`config.mk`:
```
export PLATFORM = sky130hd
export DESIGN_NAME = picorv32_mem_arbiter_flat
export DESIGN_NICKNAME = d
export VERILOG_FILES = /design/src/rtl/picorv32_mem_arbiter_if.sv /design/src/rtl/picorv32_mem_arbiter.sv /design/src/flat_wrapper.sv
export SDC_FILE = /design/constraint.sdc
export NUM_CORES = 1
export LEC_CHECK = 0
export ABC_AREA = 1
export CORE_MARGIN = 5
export CORE_UTILIZATION = 42
export CTS_BUF_LIST = sky130_fd_sc_hd__clkbuf_8 sky130_fd_sc_hd__clkbuf_16
export CTS_CLUSTER_DIAMETER = 50
export CTS_CLUSTER_SIZE = 14
export DETAILED_ROUTE_END_ITERATION = 10
export GPL_ROUTABILITY_DRIVEN = 0
export PLACE_DENSITY = 0.82
export SETUP_SLACK_MARGIN = 0.02
export SLEW_MARGIN = 20
export SYNTH_ARGS = -nofsm -noshare
export SYNTH_HDL_FRONTEND = slang
export SYNTH_SLANG_ARGS = --single-unit
```
`constraint.sdc`:
```
create_clock -name clk -period 1.8 [get_ports clk]
set_input_delay 0.36 -clock clk [delete_from_list [all_inputs] [get_ports clk]]
set_output_delay 0.36 -clock clk [all_outputs]
set_load 0.05 [all_outputs]
```
`src/rtl/picorv32_mem_arbiter_if.sv`:
```
// PicoRV32 native memory interface bundle.
// The master drives the request fields and the slave answers with ready/rdata.
interface picorv32_mem_arbiter_if;
   logic        valid;
   logic        instr;
   logic [31:0] addr;
   logic [31:0] wdata;
   logic [3:0]  wstrb;
   logic        ready;
   logic [31:0] rdata;

   modport master (
      output valid, instr, addr, wdata, wstrb,
      input  ready, rdata
   );

   modport slave (
      input  valid, instr, addr, wdata, wstrb,
      output ready, rdata
   );
endinterface

```
`src/rtl/picorv32_mem_arbiter.sv`:
```
// Two-requester arbiter for the PicoRV32 native memory interface.
// Whole transactions from m0/m1 are serialised onto the single downstream port,
// with round-robin or fixed priority and a per-transaction timeout watchdog.
//
//   state | meaning
//   ------+-------------------------------------------------------------
//   IDLE  | no transaction in flight; arbitrate on m0/m1 valid
//   BUSY  | request presented downstream; waiting for s_ready or timeout
//   DONE  | ready pulse issued to the owner; one quiet cycle before IDLE
module picorv32_mem_arbiter #(
   parameter int          FIXED_PRIORITY = 0,
   parameter int          TIMEOUT_CYCLES = 1024,
   parameter int          TIMEOUT_WIDTH  = 16,
   parameter logic [31:0] ERR_RDATA      = 32'hDEAD_BEEF
) (
   input  logic                    clk,
   input  logic                    resetn,
   picorv32_mem_arbiter_if.slave   m0,
   picorv32_mem_arbiter_if.slave   m1,
   picorv32_mem_arbiter_if.master  s,
   output logic                    busy,
   output logic                    grant_id,
   output logic                    timeout_err
);

   typedef enum logic [1:0] {
      IDLE = 2'd0,
      BUSY = 2'd1,
      DONE = 2'd2
   } state_t;

   localparam bit                     TIMEOUT_EN = (TIMEOUT_CYCLES != 0);
   localparam logic [TIMEOUT_WIDTH-1:0] TIMER_LAST = TIMEOUT_WIDTH'(TIMEOUT_CYCLES - 1);

   state_t                   state_q, state_d;
   logic                     last_grant_q, last_grant_d;
   logic [TIMEOUT_WIDTH-1:0] timer_q, timer_d;
   logic                     busy_q, busy_d;
   logic                     grant_q, grant_d;
   logic                     terr_q, terr_d;

   logic                     s_valid_q, s_valid_d;
   logic                     s_instr_q, s_instr_d;
   logic [31:0]              s_addr_q, s_addr_d;
   logic [31:0]              s_wdata_q, s_wdata_d;
   logic [3:0]               s_wstrb_q, s_wstrb_d;

   logic                     m0_ready_q, m0_ready_d;
   logic [31:0]              m0_rdata_q, m0_rdata_d;
   logic                     m1_ready_q, m1_ready_d;
   logic [31:0]              m1_rdata_q, m1_rdata_d;

   logic                     win;
   logic [31:0]              resp_data;
   logic                     resp_fire;

   // Arbitration winner in IDLE: a lone requester wins, ties go by policy.
   always_comb begin
      win = 1'b0;
      if (m0.valid && m1.valid) begin
         win = (FIXED_PRIORITY != 0) ? 1'b0 : ~last_grant_q;
      end else if (m1.valid) begin
         win = 1'b1;
      end
   end

   // Next-state and next-value logic for every registered output.
   always_comb begin
      state_d      = state_q;
      last_grant_d = last_grant_q;
      timer_d      = timer_q;
      grant_d      = grant_q;
      terr_d       = 1'b0;
      s_valid_d    = s_valid_q;
      s_instr_d    = s_instr_q;
      s_addr_d     = s_addr_q;
      s_wdata_d    = s_wdata_q;
      s_wstrb_d    = s_wstrb_q;
      m0_ready_d   = 1'b0;
      m0_rdata_d   = m0_rdata_q;
      m1_ready_d   = 1'b0;
      m1_rdata_d   = m1_rdata_q;
      resp_fire    = 1'b0;
      resp_data    = s.rdata;

      unique case (state_q)
         IDLE: begin
            if (m0.valid || m1.valid) begin
               s_instr_d    = win ? m1.instr : m0.instr;
               s_addr_d     = win ? m1.addr  : m0.addr;
               s_wdata_d    = win ? m1.wdata : m0.wdata;
               s_wstrb_d    = win ? m1.wstrb : m0.wstrb;
               s_valid_d    = 1'b1;
               grant_d      = win;
               last_grant_d = win;
               timer_d      = '0;
               state_d      = BUSY;
            end
         end
         BUSY: begin
            timer_d = timer_q + TIMEOUT_WIDTH'(1);
            // s_ready takes precedence over a coincident watchdog expiry.
            if (s.ready) begin
               resp_fire = 1'b1;
               resp_data = s.rdata;
            end else if (TIMEOUT_EN && (timer_q == TIMER_LAST)) begin
               resp_fire = 1'b1;
               resp_data = ERR_RDATA;
               terr_d    = 1'b1;
            end
            if (resp_fire) begin
               s_valid_d = 1'b0;
               state_d   = DONE;
               if (grant_q) begin
                  m1_ready_d = 1'b1;
                  m1_rdata_d = resp_data;
               end else begin
                  m0_ready_d = 1'b1;
                  m0_rdata_d = resp_data;
               end
            end
         end
         DONE: begin
            state_d = IDLE;
         end
         default: begin
            state_d   = IDLE;
            s_valid_d = 1'b0;
         end
      endcase

      busy_d = (state_d != IDLE);
   end

   // State and output registers; last_grant resets to m1 so m0 wins the first tie.
   always_ff @(posedge clk or negedge resetn) begin
      if (!resetn) begin
         state_q      <= IDLE;
         last_grant_q <= 1'b1;
         timer_q      <= '0;
         busy_q       <= 1'b0;
         grant_q      <= 1'b0;
         terr_q       <= 1'b0;
         s_valid_q    <= 1'b0;
         s_instr_q    <= 1'b0;
         s_addr_q     <= '0;
         s_wdata_q    <= '0;
         s_wstrb_q    <= '0;
         m0_ready_q   <= 1'b0;
         m0_rdata_q   <= '0;
         m1_ready_q   <= 1'b0;
         m1_rdata_q   <= '0;
      end else begin
         state_q      <= state_d;
         last_grant_q <= last_grant_d;
         timer_q      <= timer_d;
         busy_q       <= busy_d;
         grant_q      <= grant_d;
         terr_q       <= terr_d;
         s_valid_q    <= s_valid_d;
         s_instr_q    <= s_instr_d;
         s_addr_q     <= s_addr_d;
         s_wdata_q    <= s_wdata_d;
         s_wstrb_q    <= s_wstrb_d;
         m0_ready_q   <= m0_ready_d;
         m0_rdata_q   <= m0_rdata_d;
         m1_ready_q   <= m1_ready_d;
         m1_rdata_q   <= m1_rdata_d;
      end
   end

   assign s.valid     = s_valid_q;
   assign s.instr     = s_instr_q;
   assign s.addr      = s_addr_q;
   assign s.wdata     = s_wdata_q;
   assign s.wstrb     = s_wstrb_q;
   assign m0.ready    = m0_ready_q;
   assign m0.rdata    = m0_rdata_q;
   assign m1.ready    = m1_ready_q;
   assign m1.rdata    = m1_rdata_q;
   assign busy        = busy_q;
   assign grant_id    = grant_q;
   assign timeout_err = terr_q;

endmodule

```
`src/flat_wrapper.sv`:
```
// flat-port wrapper written by rule: the top's interface ports become plain ports
module picorv32_mem_arbiter_flat 
#(
   parameter int          FIXED_PRIORITY = 0,
   parameter int          TIMEOUT_CYCLES = 1024,
   parameter int          TIMEOUT_WIDTH  = 16,
   parameter logic [31:0] ERR_RDATA      = 32'hDEAD_BEEF
)
  (clk, resetn, busy, grant_id, timeout_err, m0_valid, m0_instr, m0_addr, m0_wdata, m0_wstrb, m0_ready, m0_rdata, m1_valid, m1_instr, m1_addr, m1_wdata, m1_wstrb, m1_ready, m1_rdata, s_valid, s_instr, s_addr, s_wdata, s_wstrb, s_ready, s_rdata);
  picorv32_mem_arbiter_if m0_i ();
  picorv32_mem_arbiter_if m1_i ();
  picorv32_mem_arbiter_if s_i ();
  input  logic clk;
  input  logic resetn;
  output logic busy;
  output logic grant_id;
  output logic timeout_err;
  input wire logic [$bits(m0_i.valid)-1:0] m0_valid;
  input wire logic [$bits(m0_i.instr)-1:0] m0_instr;
  input wire logic [$bits(m0_i.addr)-1:0] m0_addr;
  input wire logic [$bits(m0_i.wdata)-1:0] m0_wdata;
  input wire logic [$bits(m0_i.wstrb)-1:0] m0_wstrb;
  output wire logic [$bits(m0_i.ready)-1:0] m0_ready;
  output wire logic [$bits(m0_i.rdata)-1:0] m0_rdata;
  input wire logic [$bits(m1_i.valid)-1:0] m1_valid;
  input wire logic [$bits(m1_i.instr)-1:0] m1_instr;
  input wire logic [$bits(m1_i.addr)-1:0] m1_addr;
  input wire logic [$bits(m1_i.wdata)-1:0] m1_wdata;
  input wire logic [$bits(m1_i.wstrb)-1:0] m1_wstrb;
  output wire logic [$bits(m1_i.ready)-1:0] m1_ready;
  output wire logic [$bits(m1_i.rdata)-1:0] m1_rdata;
  output wire logic [$bits(s_i.valid)-1:0] s_valid;
  output wire logic [$bits(s_i.instr)-1:0] s_instr;
  output wire logic [$bits(s_i.addr)-1:0] s_addr;
  output wire logic [$bits(s_i.wdata)-1:0] s_wdata;
  output wire logic [$bits(s_i.wstrb)-1:0] s_wstrb;
  input wire logic [$bits(s_i.ready)-1:0] s_ready;
  input wire logic [$bits(s_i.rdata)-1:0] s_rdata;
  assign m0_i.valid = m0_valid;
  assign m0_i.instr = m0_instr;
  assign m0_i.addr = m0_addr;
  assign m0_i.wdata = m0_wdata;
  assign m0_i.wstrb = m0_wstrb;
  assign m0_ready = m0_i.ready;
  assign m0_rdata = m0_i.rdata;
  assign m1_i.valid = m1_valid;
  assign m1_i.instr = m1_instr;
  assign m1_i.addr = m1_addr;
  assign m1_i.wdata = m1_wdata;
  assign m1_i.wstrb = m1_wstrb;
  assign m1_ready = m1_i.ready;
  assign m1_rdata = m1_i.rdata;
  assign s_valid = s_i.valid;
  assign s_instr = s_i.instr;
  assign s_addr = s_i.addr;
  assign s_wdata = s_i.wdata;
  assign s_wstrb = s_i.wstrb;
  assign s_i.ready = s_ready;
  assign s_i.rdata = s_rdata;
  picorv32_mem_arbiter #(.FIXED_PRIORITY(FIXED_PRIORITY), .TIMEOUT_CYCLES(TIMEOUT_CYCLES), .TIMEOUT_WIDTH(TIMEOUT_WIDTH), .ERR_RDATA(ERR_RDATA)) u_core (.clk(clk), .resetn(resetn), .m0(m0_i), .m1(m1_i), .s(s_i), .busy(busy), .grant_id(grant_id), .timeout_err(timeout_err));
endmodule
```
==> key figures <==
Run status
  – Run status: completed

Die
  – Initial Utilization: 42.6%
  – Die H: 139 um
  – Die area: 19400 um^2
  – Io pins: 314
  – Placeable Area: 16500 um^2
  – Die width: 139 um
  – Row count: 47

Clock network
  – Clock sink total: 158
  – Clock Latency Late Sink: 0.42 ns
  – Inserted Clock Buffers: 17
  – H-tree depth: 4
  – Maximum clock path buffer count: 2
  – Root Driver: clkbuf_16
  – Clock input transition at the sequential cells of the worst setup and hold paths: 0.06 ns
  – TritonCTS clock tree: yes

Timing
  – TNS Setup: 0 ns
  – Clk_skew: 0.00993 ns
  – Slew margin rel.: 69.9%
  – Setup violations, final: 0
  – Final Critical Period: 1.71 ns
  – Unrepaired setup endpoints after global routing: false
  – Period Utilization, post-route: 95.1%
  – Worst setup margin: 0.0884 ns
  – Final Hold Viols: 0
  – Slew Viols, Final: 0
  – Worst-margin pin slew: 0.451 ns
  – Fmax: 584 MHz

GRT
  – Most used routing layer: met2
  – First-pass GRT wire length: 37400 um
  – GRT Resource Usage Total: 24.0%
  – Largest net degree at the start of global routing: 47
  – Met2 Use GR: 39.4%
  – Initial antenna violation count: 0
  – GR Overflow Total: 0
  – M3 GR Usage: 8.38%
  – Met1 usage: 28.5%
  – Vias in the first global route: 7006

Route
  – Post-route ant nets: 0
  – 1st-iter DRT viols: 457
  – DR vias/cell: 5.03
  – Mean routed wirelength per cell: 16.9 um
  – Drt total wl: 24000 um
  – Residual DRC count: 0
  – Via count: 7124
  – Drt first pass iters: 4

Placement
  – # port buffers: 313
  – HPWL after DPL: 17600 um
  – Pre-CTS WS: -0.195 ns
  – Placed Instances: 1378

Power and ir drop
  – Total power: 21.9 mW
  – Leakage: 5.42 nW
  – PD cells: 2000 nW/um^2
  – Peak supply drop: 0.00106 V

Layout
  – Diodes inserted: 0
  – Layout Cells excl Fill: 1415
  – Nets: 1358
  – Area Overhead vs Synth: 56.2%
  – Fin util: 66.5%
  – Share of post-route cells with drive strength above 1: 19.2%
  – # fillers: 1376

Setup path
  – CP Max Fanout: 34
  – Worst EP required: 1.44 ns
  – Worst EP arrival: 1.35 ns
  – Worst Setup Path Type: flip-flop to output pin
  – Worst setup EP type: output pin
  – Crit path launch type: flip-flop

Logic synthesis
  – Seq/Total Area, Yosys: 56.4%
  – Synth cell types: 26
  – Post-Syn Area: 7010 um^2
  – Synth Register Bits: 158
  – Post-synth net total: 1037
  – Cells after Synth: 861
  – Yosys Warn Count: 0
  – Syn avg cell area: 8.14 um^2

Job
  – Max-cap violation count: 0

Worst hold path
  – Hold crit path type: primary input to async pin
## placed cells by master (no fill, tap or decap), types with 4 or more instances in the layout
cell               n
dfrtp_1          157
buf_12            12
inv_1             44
nand2_1          285
buf_4            163
nand3_1           36
nor2_1            86
clkdlybuf4s50_1  173
o21ai_0          152
nand4_1           18
clkbuf_16         18
inv_2              4
a21oi_1            8
## report_power, final
| group | internal (mW) | leakage, nW | switching [mW] |
|---|---|---|---|
| Sequential | 5.13 | 1.97 | 0.932 |
| Clock | 2.16 | 0.290 | 1.46 |
| Combinational | 3.63 | 3.16 | 8.62 |
## cells by family after synthesis
kind of cell	count (synthesis)	share of synthesized area [%]
buffers and inverters	100	6.14
flip-flops	158	56.4
AND/OR/NAND/NOR	438	25.1
AO/OA/AOI/OAI	164	12.1
adder cells (fa/ha/maj)	1	0.179
## critical path, cell delays in order (launching register included)
cell	delay (ns)
dfrtp_1	0.34
buf_4	0.39
buf_12	0.20
## sequential cells by signal, indices dropped and copies added (netlist names)
signal / count
u_core.grant_id: 1
u_core.s.wdata: 32
u_core.s.valid: 1
u_core.m0.ready: 1
u_core.timeout_err: 1
u_core.m0.rdata: 32
u_core.state_q: 2
u_core.m1.ready: 1
u_core.last_grant_q: 1
u_core.s.instr: 1
u_core.m1.rdata: 32
u_core.timer_q: 16
u_core.busy: 1
u_core.s.wstrb: 4
u_core.s.addr: 32
## cells in the mapped netlist (all sizes together)
cell	count	share of area (%)
clkbuf	28	1.5
or2	1	0.089
clkinv	2	0.11
nand4	18	1.6
nor3	2	0.14
nor2	90	5.0
o211ai	1	0.11
dfstp	1	0.38
dfrtp	157	56
buf	23	2.0
ha	1	0.18
nand2	289	16
nand3	38	2.8
a21oi	10	1.0
o22ai	1	0.089
inv	47	2.5
o21ai	152	11
## through the flow
stage	hold slack, ns	instance area (um^2)
2_1_floorplan	0.0644	7010
3_3_place_gp	0.320	10200
3_5_place_dp	0.318	10200
4_1_cts	0.451	10900
5_1_grt	0.481	10900
6_report	0.461	10900
## per-layer routing
metal | part of all wire [%] | vias to the layer above
li1 | - | 3405
met5 | 0 | -
met2 | 48 | 330
met3 | 9.5 | 60
met1 | 38 | 3329
met4 | 4.3 | 0
## path summary, 6_finish.rpt
| kind | startpoint | endpoint | slack (ns) | cells past startpoint |
|---|---|---|---|---|
| min in group clk | u_core.m1.rdata[8]$_DFFE_PN0P_ | u_core.m1.rdata[8]$_DFFE_PN0P_ | 0.47 | 2 |
| min | resetn | u_core.timer_q[1]$_DFFE_PN0P_ | 0.46 | 2 |
| min reg2reg | u_core.m1.rdata[8]$_DFFE_PN0P_ | u_core.m1.rdata[8]$_DFFE_PN0P_ | 0.47 | 2 |
| max in group asynchronous | resetn | u_core.s.wdata[20]$_DFFE_PN0P_ | 0.67 | 3 |
| max reg2reg | u_core.timer_q[0]$_DFFE_PN0P_ | u_core.m0.rdata[15]$_DFFE_PN0P_ | 0.13 | 8 |
| max | u_core.grant_id$_DFFE_PN0P_ | grant_id | 0.09 | 2 |
## area by class of cell
type | instances | area [um^2] | area share [%]
repair buffers | 353 | 3260 | 29.8
clock inverters | 12 | 135 | 1.24
multi-input cells | 603 | 2660 | 24.3
clock buffers | 20 | 467 | 4.27
flip-flops and latches | 158 | 3960 | 36.1
inverters | 49 | 189 | 1.73
well taps | 220 | 275 | 2.52
## repair_timing
action	in CTS	in global routing
endpoints found under the setup margin	32	64
cloned	0	2
pin swaps	0	1
gates resized for setup	1	8
endpoints found under the hold margin	41	0
buffers inserted	0	2
hold buffers	1	0
Power figures use the tool's default switching activity.
